File: src/rtl/dpll_loop_ctrl_if.sv
// Loop-control signal bundle between the DPLL phase detector / DCO side and dpll_loop_ctrl.
// The master drives enable and phase-detector samples; the slave returns DCO pulses and status.
interface dpll_loop_ctrl_if;
  logic       en;
  logic       pd_up;
  logic       pd_dn;
  logic       add;
  logic       sub;
  logic       locked;
  logic [1:0] state;

  modport master (output en, pd_up, pd_dn, input add, sub, locked, state);
  modport slave  (input en, pd_up, pd_dn, output add, sub, locked, state);
endinterface

File: src/rtl/dpll_loop_ctrl.sv
// DPLL loop controller: dual K-counter filter producing DCO add/sub pulses, and
// correction-rate lock detection sequencing ACQUIRE (fast modulus) -> TRACK (slow modulus).
module dpll_loop_ctrl #(
  parameter int unsigned K_ACQ      = 4,
  parameter int unsigned K_TRK      = 16,
  parameter int unsigned WIN        = 64,
  parameter int unsigned LOCK_THR   = 1,
  parameter int unsigned LOCK_WINS  = 4,
  parameter int unsigned UNLOCK_THR = 3
) (
  input logic             clk,
  input logic             rst,
  dpll_loop_ctrl_if.slave bus
);

  localparam int unsigned KW = $clog2(K_TRK + 1);
  localparam int unsigned WW = $clog2(WIN + 1);
  localparam int unsigned QW = $clog2(LOCK_WINS + 1);

  typedef enum logic [1:0] {
    S_IDLE = 2'b00,
    S_ACQ  = 2'b01,
    S_TRK  = 2'b10
  } state_t;

  state_t        st;
  logic [KW-1:0] uc, dc;
  logic [WW-1:0] wcnt, ccnt;
  logic [QW-1:0] quiet;
  logic          add_q, sub_q, locked_q;

  logic [KW-1:0] k_last;
  logic          up_only, dn_only, carry_up, carry_dn, carry, win_end;
  logic [WW:0]   total;
  logic [QW-1:0] quiet_inc;

  always_comb begin
    k_last    = (st == S_TRK) ? KW'(K_TRK - 1) : KW'(K_ACQ - 1);
    up_only   = bus.pd_up & ~bus.pd_dn;
    dn_only   = bus.pd_dn & ~bus.pd_up;
    carry_up  = up_only && (uc == k_last);
    carry_dn  = dn_only && (dc == k_last);
    carry     = carry_up | carry_dn;
    win_end   = (wcnt == WW'(WIN - 1));
    total     = {1'b0, ccnt} + (WW + 1)'(carry);
    quiet_inc = quiet + 1'b1;
  end

  always_ff @(posedge clk) begin
    if (rst || !bus.en) begin
      st       <= S_IDLE;
      uc       <= '0;
      dc       <= '0;
      wcnt     <= '0;
      ccnt     <= '0;
      quiet    <= '0;
      add_q    <= 1'b0;
      sub_q    <= 1'b0;
      locked_q <= 1'b0;
    end else begin
      case (st)
        S_IDLE: begin
          st    <= S_ACQ;
          add_q <= 1'b0;
          sub_q <= 1'b0;
        end
        S_ACQ, S_TRK: begin
          add_q <= carry_up;
          sub_q <= carry_dn;
          if (up_only) uc <= carry_up ? '0 : uc + 1'b1;
          if (dn_only) dc <= carry_dn ? '0 : dc + 1'b1;
          if (carry && ccnt != WW'(WIN)) ccnt <= ccnt + 1'b1;
          if (win_end) begin
            wcnt <= '0;
            ccnt <= '0;
            // Mode change: this edge's carry (old modulus) is already issued above;
            // the K-counters restart so the new modulus applies from the next sample.
            if (st == S_ACQ) begin
              if (total <= (WW + 1)'(LOCK_THR)) begin
                if (quiet_inc == QW'(LOCK_WINS)) begin
                  st       <= S_TRK;
                  locked_q <= 1'b1;
                  quiet    <= '0;
                  uc       <= '0;
                  dc       <= '0;
                end else begin
                  quiet <= quiet_inc;
                end
              end else begin
                quiet <= '0;
              end
            end else if (total > (WW + 1)'(UNLOCK_THR)) begin
              st       <= S_ACQ;
              locked_q <= 1'b0;
              quiet    <= '0;
              uc       <= '0;
              dc       <= '0;
            end
          end else begin
            wcnt <= wcnt + 1'b1;
          end
        end
        default: begin
          st    <= S_IDLE;
          add_q <= 1'b0;
          sub_q <= 1'b0;
        end
      endcase
    end
  end

  assign bus.add    = add_q;
  assign bus.sub    = sub_q;
  assign bus.locked = locked_q;
  assign bus.state  = st;

endmodule

File: src/flat_wrapper.sv
// flat-port wrapper written by rule: the top's interface ports become plain ports
module dpll_loop_ctrl_flat 
#(
  parameter int unsigned K_ACQ      = 4,
  parameter int unsigned K_TRK      = 16,
  parameter int unsigned WIN        = 64,
  parameter int unsigned LOCK_THR   = 1,
  parameter int unsigned LOCK_WINS  = 4,
  parameter int unsigned UNLOCK_THR = 3
)
  (clk, rst, bus_en, bus_pd_up, bus_pd_dn, bus_add, bus_sub, bus_locked, bus_state);
  dpll_loop_ctrl_if bus_i ();
  input logic clk;
  input logic rst;
  input wire logic [$bits(bus_i.en)-1:0] bus_en;
  input wire logic [$bits(bus_i.pd_up)-1:0] bus_pd_up;
  input wire logic [$bits(bus_i.pd_dn)-1:0] bus_pd_dn;
  output wire logic [$bits(bus_i.add)-1:0] bus_add;
  output wire logic [$bits(bus_i.sub)-1:0] bus_sub;
  output wire logic [$bits(bus_i.locked)-1:0] bus_locked;
  output wire logic [$bits(bus_i.state)-1:0] bus_state;
  assign bus_i.en = bus_en;
  assign bus_i.pd_up = bus_pd_up;
  assign bus_i.pd_dn = bus_pd_dn;
  assign bus_add = bus_i.add;
  assign bus_sub = bus_i.sub;
  assign bus_locked = bus_i.locked;
  assign bus_state = bus_i.state;
  dpll_loop_ctrl #(.K_ACQ(K_ACQ), .K_TRK(K_TRK), .WIN(WIN), .LOCK_THR(LOCK_THR), .LOCK_WINS(LOCK_WINS), .UNLOCK_THR(UNLOCK_THR)) u_core (.clk(clk), .rst(rst), .bus(bus_i));
endmodule
File: config.mk
export PLATFORM = sky130hd
export DESIGN_NAME = dpll_loop_ctrl_flat
export DESIGN_NICKNAME = d
export VERILOG_FILES = /design/src/rtl/dpll_loop_ctrl_if.sv /design/src/rtl/dpll_loop_ctrl.sv /design/src/flat_wrapper.sv
export SDC_FILE = /design/constraint.sdc
export NUM_CORES = 1
export LEC_CHECK = 0
export ABC_AREA = 1
export ABC_CLOCK_PERIOD_IN_PS = 3300
export CORE_UTILIZATION = 25
export CTS_CLUSTER_DIAMETER = 30
export DETAILED_ROUTE_END_ITERATION = 10
export GPL_TIMING_DRIVEN = 0
export PLACE_DENSITY = 0.46
export REMOVE_ABC_BUFFERS = 1
export SETUP_SLACK_MARGIN = 0.2
export SYNTH_ARGS = -nofsm -noshare
export SYNTH_HDL_FRONTEND = slang
export SYNTH_SLANG_ARGS = --single-unit
File: constraint.sdc
create_clock -name clk -period 3.3 [get_ports clk]
set_input_delay 0.99 -clock clk [delete_from_list [all_inputs] [get_ports clk]]
set_output_delay 0.99 -clock clk [all_outputs]
set_load 0.02 [all_outputs]
==> summary.txt, run 1 <==
Run status
  – Status: finished clean

Floorplanning
  – Starting Density: 25.8%
  – Chip Height: 94.1 um
  – Core area: 8220 um2
  – # rows: 33
  – IO Pins: 10
  – Die Span X: 94.1 um
  – DIE AREA: 8850 um2

Finish
  – Fin nets: 321
  – Final core occ: 31.1%
  – Share of cells above drive strength 1: 21.1%
  – Area Overhead vs Synth: 20.5%
  – Fillers: 866
  – Diode count: 0

CTS
  – CTS tree: done
  – Clk root buf: clkbuf_8
  – Clk sinks: 32
  – Htree depth: 2
  – Clk slew on worst S/H paths: 70 ps
  – Clk_lat worst skew: 280 ps
  – CTS Hold Bufs: 0
  – Clock Path Buffers: 2
  – TritonCTS Buffers: 5

STA
  – Max-slew violations: 0
  – Final Hold Viols: 0
  – Final Skew: 2.95 ps
  – Max Fclk: 0.341 GHz
  – Worst-margin pin slew: 996 ps
  – Final worst path period need: 2930 ps
  – Final Setup Violations: 0
  – Setup WS post-layout: 371 ps
  – Rel. slew slack: 33.5%
  – Tcrit/Tclk final: 88.7%
  – Unrepaired setup endpoints after global routing: false
  – Hold Worst Slack: 472 ps

Setup path
  – WS Path Type: input port to flip-flop
  – CP Max Fanout: 6
  – Crit Reg-Reg Startpoint: u_core.bus.state[0]
  – Worst r2r path cells: 16
  – Slowest-stage cell, CP: dlygate4sd2_1
  – Data arrival, critical path: 3110 ps
  – R2R Setup Slk: 570 ps
  – Critical path cell sequence: dlygate4sd2_1 -> inv_1 -> nand2_2 -> nor2_4 -> nand3_4 -> nand2_4 -> ha_4 -> ha_4 -> buf_4 -> nand3_1 -> nand3_4 -> nor2_8 -> buf_4 -> a21oi_4 -> inv_1 -> o21ai_0 -> nor2_1
  – Critical R2R Capture: u_core.bus.locked
  – CP endpoint kind: flip-flop
  – Required time of the worst setup path: 3480 ps
  – Startpoint types: input port
  – CP peak stage delay: 270 ps

Placement
  – Post-Place Worst Slack: -665 ps
  – # port buffers: 9
  – Routability cong.: 0.770
  – Hpwl dp: 3050 um

Logic synthesis
  – Dominant synthesized flop cell: dfxtp_1
  – Post-Synthesis Cells: 285
  – Synth top area share: 30.2%
  – Mapped Area: 2120 um2
  – Register area share after synthesis: 30.2%
  – Count leader, synth: nand2_1
  – Synth warn: 0
  – Register bit total from synthesis: 32
  – Commonest cells in the synthesized netlist: nand2_1 (61), nor2_1 (33), dfxtp_1 (32), inv_1 (28), nand3_1 (20)
  – Avg Cell Area, Syn: 7.43 um2
  – Yosys cell types: 31
  – Post-synth EDFFs: 0
  – Cell taking the most area after synthesis: dfxtp_1
  – Ranking of synthesized cells by area: dfxtp_1 (30%), nand2_1 (11%), ha_1 (7.7%)
  – Async S/R FF share, synth: 0%

Drt
  – DR iter-0 viols: 70
  – Via count: 1812
  – DR pass1 iterations: 5
  – Routed Antenna Nets: 0
  – Post-DR wirelength/cell: 11.6 um
  – DRC errors left: 0
  – Total routed wirelength: 4750 um
  – Routed vias/inst: 4.43

Power
  – Sequential share of power: 43.0%
  – Peak VDD IR: 0.000156 V
  – Pint: 0.000662 W
  – Power Dens Cells: 364 nW/um2
  – Leak: 0.878 nW
  – Combinational power share: 16.8%
  – Sw Ratio: 28.9%
  – Clock power frac: 40.2%
  – Switching power: 0.000268 W

GRT
  – Met2 Track Usage GR: 20.7%
  – Pin count of the biggest net entering global routing: 23
  – GRT Max-Usage Layer: met2
  – Global-route wire length before repair: 8220 um
  – Initial antenna violation count: 0
  – Grt met1 use: 14.7%
  – Global routing usage on met3: 2.18%
  – All-Layer GR Usage: 12.1%
  – Remaining global-route overflow: 0
  – Number of global-route vias before repair: 1760

Min path
  – HP Class: flip-flop to flip-flop
  – Hold depth: 2
  – Hold wc startpoint: u_core.bus.locked
  – Hold Crit Endpoint: u_core.bus.locked

Run
  – Max-capacitance violation count: 0
==> state kept, by name, indices dropped and copies added, names as in the netlist <==
register / count
u_core.wcnt: 7
u_core.dc: 5
u_core.bus.add: 1
u_core.bus.sub: 1
u_core.uc: 5
u_core.bus.locked: 1
u_core.ccnt: 7
u_core.quiet: 3
u_core.bus.state: 2
==> final cells by class <==
type	instances	area, um2	area share [%]
Multi-Input combinational cell	218	1410	55.3
Tap cell	105	131	5.15
Sequential cell	32	641	25.1
Clock buffer	6	72.6	2.84
Inverter	28	105	4.12
Clock inverter	2	35.0	1.37
Timing Repair Buffer	18	155	6.08
==> critical path: cells and delay by family <==
kind                     cells  cell delay (ps)
AND/OR/NAND/NOR              8              760
AO/OA/AOI/OAI                2              350
adder cells (fa/ha/maj)      2              320
buffers and inverters        5              690
==> cell families (layout without fill, tap and decap cells) <==
| group | count (synthesis) | in the layout | share of synthesized area (%) |
|---|---|---|---|
| buffers and inverters | 36 | 54 | 8.09 |
| adders and majority gates | 13 | 13 | 7.68 |
| AOI/OAI and AO/OA | 39 | 39 | 12.5 |
| and+or+nand+nor | 150 | 151 | 35.3 |
| DFF | 32 | 32 | 30.2 |
| xor gates and xnor gates | 15 | 15 | 6.20 |
==> repair_timing <==
action,4_1_cts,5_1_grt
setup buffers,5,4
gates cloned,1,0
endpoints found under the setup margin,16,10
hold endpoints to repair,0,0
resized for setup,19,3
pin swaps,9,9
==> power by group through the flow <==
stage | registers, W | clock network (W) | logic [W]
6_report | 0.000400 | 0.000373 | 0.000156
5_1_grt | 0.000401 | 0.000402 | 0.000176
4_1_cts | 0.000400 | 0.000389 | 0.000157
3_5_place_dp | 0.000409 | 0 | 0.000153
3_3_place_gp | 0.000409 | 0 | 0.000154
2_1_floorplan | 0.000413 | 0 | 0.0000985
==> cells in the final DEF, fill, tap and decap left out, drive strengths merged <==
master and n:
dlygate4sd2 2, ha 13, nor2 35, nand3 23
clkinv 1, dfxtp 32, clkbuf 6, clkdlybuf4s50 7
a31oi 1, o31ai 1, buf 9, nor3b 1
nand4 8, nand2 80, o21ai 8, bufinv 1
o211ai 2, a21oi 27, xnor2 5, inv 28
nor3 4, xor2 10
==> routing by layer <==
layer  part of all wire (%)  wire, um
met5                      0         0
met4                    1.3        61
met3                    1.8        85
met2                     49      2320
met1                     48      2280
==> stage by stage <==
step	power [W]	setup TNS (ps)	std cells	area (um2)
2_1_floorplan	0.000511	0	277	2050
3_3_place_gp	0.000563	-9120	391	2270
3_5_place_dp	0.000562	-9250	391	2270
4_1_cts	0.000946	0	405	2510
5_1_grt	0.000978	0	409	2550
6_report	0.000930	0	409	2550
==> worst max path at each step <==
stage	from	endpoint	slack [ps]	cells past startpoint
4_1_cts	bus_pd_dn	u_core.bus.state[0]	330	19
2_1_floorplan	bus_pd_up	u_core.bus.state[0]	220	17
6_report	bus_pd_dn	u_core.bus.locked	370	17
5_1_grt	bus_pd_dn	u_core.bus.state[0]	210	19
3_3_place_gp	bus_pd_dn	u_core.bus.state[0]	-650	19
3_5_place_dp	bus_pd_dn	u_core.bus.state[0]	-670	19
Power figures use the tool's default switching activity.
==> run 2: changes to the inputs <==
--- a/config.mk
+++ b/config.mk
@@ -7,6 +7,7 @@
 export LEC_CHECK = 0
 export ABC_AREA = 1
 export ABC_CLOCK_PERIOD_IN_PS = 3300
+export CORE_MARGIN = 4
 export CORE_UTILIZATION = 25
 export CTS_CLUSTER_DIAMETER = 30
 export DETAILED_ROUTE_END_ITERATION = 10
==> run 2 against run 1 <==
Compared with the run above: utilization down 0.33 points; register-to-register slack improved by 40 ps; non-clock buffer count shrank 4; critical path type unchanged; largest cell class unchanged.
==> summary.txt, run 2 (same netlist as run 1, synthesis figures left out) <==
Run status
  – Status: finished clean

Floorplanning
  – Core area: 8220 um2 (unchanged)
  – IO Pins: 10 (unchanged)
  – # rows: 33 (unchanged)
  – Starting Density: 25.8% (unchanged)
  – DIE AREA: 10000 um2 (+13%)
  – Chip Height: 100 um (+6.4%)
  – Die Span X: 100 um (+6.4%)

Setup path
  – CP Max Fanout: 7 (+1)
  – Required time of the worst setup path: 3520 ps (+40 ps)
  – Critical path cell sequence: dlygate4sd2_1 -> inv_1 -> nand2_2 -> nor2_4 -> nand3_4 -> nand2_4 -> ha_4 -> ha_4 -> xnor2_1 -> nand2_1 -> nor2_2 -> nand2_2 -> nor2_8 -> nand2_4 -> nand2_8 -> nand2_8 -> nand3_1 -> nand2_1 -> nor2_1
  – Slowest-stage cell, CP: dlygate4sd2_1
  – Critical path's top delay family: simple AND/OR/NAND/NOR gates
  – Startpoint types: input port
  – CP peak stage delay: 260 ps (about the same)
  – Critical path buffers and inverters: 2 (-3)
  – WS Path Type: input port to flip-flop
  – Data arrival, critical path: 3160 ps (+50 ps)
  – CP endpoint kind: flip-flop

STA
  – Final Hold Viols: 0 (unchanged)
  – Max-slew violations: 0 (unchanged)
  – Max Fclk: 0.341 GHz (-0.18%)
  – Tcrit/Tclk final: 88.9% (+0.16 points)
  – Worst-margin pin slew: 963 ps (-33.1 ps)
  – Rel. slew slack: 35.7% (+2.2 points)
  – Final Setup Violations: 0 (unchanged)
  – Final worst path period need: 2930 ps (+5.35 ps)
  – Setup TNS Final: 0 ps (unchanged)
  – Final Skew: 4.41 ps (+1.46 ps)
  – Unrepaired setup endpoints after global routing: false

Power
  – Combinational power share: 16.8% (about the same)
  – Clock power frac: 40.3% (about the same)
  – Sequential share of power: 42.9% (about the same)
  – Sw Ratio: 29.1% (+0.22 points)
  – Power Dens Cells: 369 nW/um2 (+1.4%)
  – Switching power: 0.000271 W (+1.1%)
  – Peak VDD IR: 0.000182 V (+17%)
  – Pint: 0.000662 W (about the same)
  – Leak: 0.859 nW (-2.2%)

Finish
  – Most frequent cells in the layout: nand2_1 (58), dfxtp_1 (32), nor2_1 (30)
  – Share of cells above drive strength 1: 20.0% (-1.1 points)
  – Diode count: 0 (unchanged)
  – Post-route insts no fill: 405 (-0.98%)
  – Area Overhead vs Synth: 19.2%
  – Fin nets: 317 (-1.2%)
  – Top flop regs: u_core.ccnt (7), u_core.wcnt (7)
  – Leading cell type in the layout, fill and taps excluded: nand2_1

CTS
  – Clk sinks: 32 (unchanged)
  – CTS Hold Bufs: 0 (unchanged)
  – Clk root buf: clkbuf_8
  – Clk slew on worst S/H paths: 70 ps (about the same)
  – CTS tree: done
  – Clk_lat worst skew: 280 ps (about the same)
  – Htree depth: 2 (unchanged)
  – TritonCTS Buffers: 5 (unchanged)
  – Clock Path Buffers: 2 (unchanged)

GRT
  – All-Layer GR Usage: 9.57% (-2.5 points)
  – Initial antenna violation count: 0 (unchanged)
  – Remaining global-route overflow: 0 (unchanged)
  – Pin count of the biggest net entering global routing: 23 (unchanged)
  – Global-route wire length before repair: 7740 um (-5.8%)
  – Number of global-route vias before repair: 1638 (-6.9%)

Drt
  – Routed Antenna Nets: 0 (unchanged)
  – DRC errors left: 0 (unchanged)
  – DR pass1 iterations: 4 (-1)
  – Via count: 1780 (-1.8%)
  – Post-DR wirelength/cell: 11.4 um (-1.5%)
  – Total routed wirelength: 4630 um (-2.4%)
  – Routed vias/inst: 4.40 (-0.80%)
  – DR iter-0 viols: 81 (+16%)

Min path
  – HP Class: flip-flop to flip-flop

Placement
  – Dpl cells: 391 (unchanged)
  – # port buffers: 9 (unchanged)
  – Routability cong.: 0.723 (-6.1%)
  – Hpwl dp: 3110 um (+2.2%)

Run
  – Max-capacitance violation count: 0 (unchanged)
run 2: changes by cell type in the layout (fill, tap and decap cells not counted), sizes merged:
cell	change
buf	-4
run 2: per-stage QoR:
step | total power [W] | instance area, um2 | util [%] | hold slack [ps] | setup WS [ps]
floorplan | 0.000511 | 2050 | - | 443 | 216
finish | 0.000933 | 2520 | 30.7 | 477 | 366
global placement | 0.000562 | 2270 | 27.7 | 459 | -662
CTS | 0.000947 | 2520 | 30.7 | 481 | 282
detailed placement | 0.000562 | 2270 | 27.7 | 467 | -687
global route | 0.000983 | 2520 | 30.7 | 523 | 206
run 2: layout make-up:
type / instances / area (um2)
Fill cell: 845 / 5690
Tap cell: 105 / 131
Timing Repair Buffer: 14 / 125
Clock buffer: 6 / 72.6
Inverter: 28 / 105
Sequential cell: 32 / 641
Multi-Input combinational cell: 218 / 1420
Clock inverter: 2 / 35.0
run 2: what timing repair did:
item / CTS / global route
resized for setup: 21 / 2
pin swaps: 11 / 5
buffers inserted: 5 / 0
setup endpoints to repair: 16 / 14
gates cloned: 1 / 0
run 2: worst reg2reg max path, cell delays in order (launching register included):
cell	delay (ps)
dfxtp_1	380
inv_1	90
ha_1	260
inv_1	90
o21ai_0	140
nand3_4	150
nand2_4	70
ha_4	180
ha_4	170
xnor2_1	110
nand2_1	100
nor2_2	50
nand2_2	110
nor2_8	50
buf_4	150
a21oi_4	200
inv_2	70
o21ai_0	170
nor2_1	60
run 2: worst paths after layout:
kind              cells after the start                  end                start  slack (ps)
setup reg to reg                     18    u_core.bus.locked  u_core.bus.state[0]         610
setup / recovery                     19  u_core.bus.state[0]            bus_pd_dn         370
hold / removal                        2       u_core.wcnt[0]       u_core.wcnt[0]         480
hold reg to reg                       2       u_core.wcnt[0]       u_core.wcnt[0]         480
run 2: metal layers:
metal	part of all wire (%)	global-route usage, %	vias up
li1	-	-	947
met1	49	12.1	817
met2	47	16.3	12
met3	2.3	2.08	4
met4	0.93	2.80	0
met5	0	0	-
run 2: power by group through the flow:
stage,clock [W],combinational [W],sequential [W]
floorplan,0,0.0000985,0.000413
global placement,0,0.000153,0.000409
detailed placement,0,0.000152,0.000409
CTS,0.000388,0.000159,0.000400
global route,0.000408,0.000174,0.000401
finish,0.000376,0.000157,0.000400
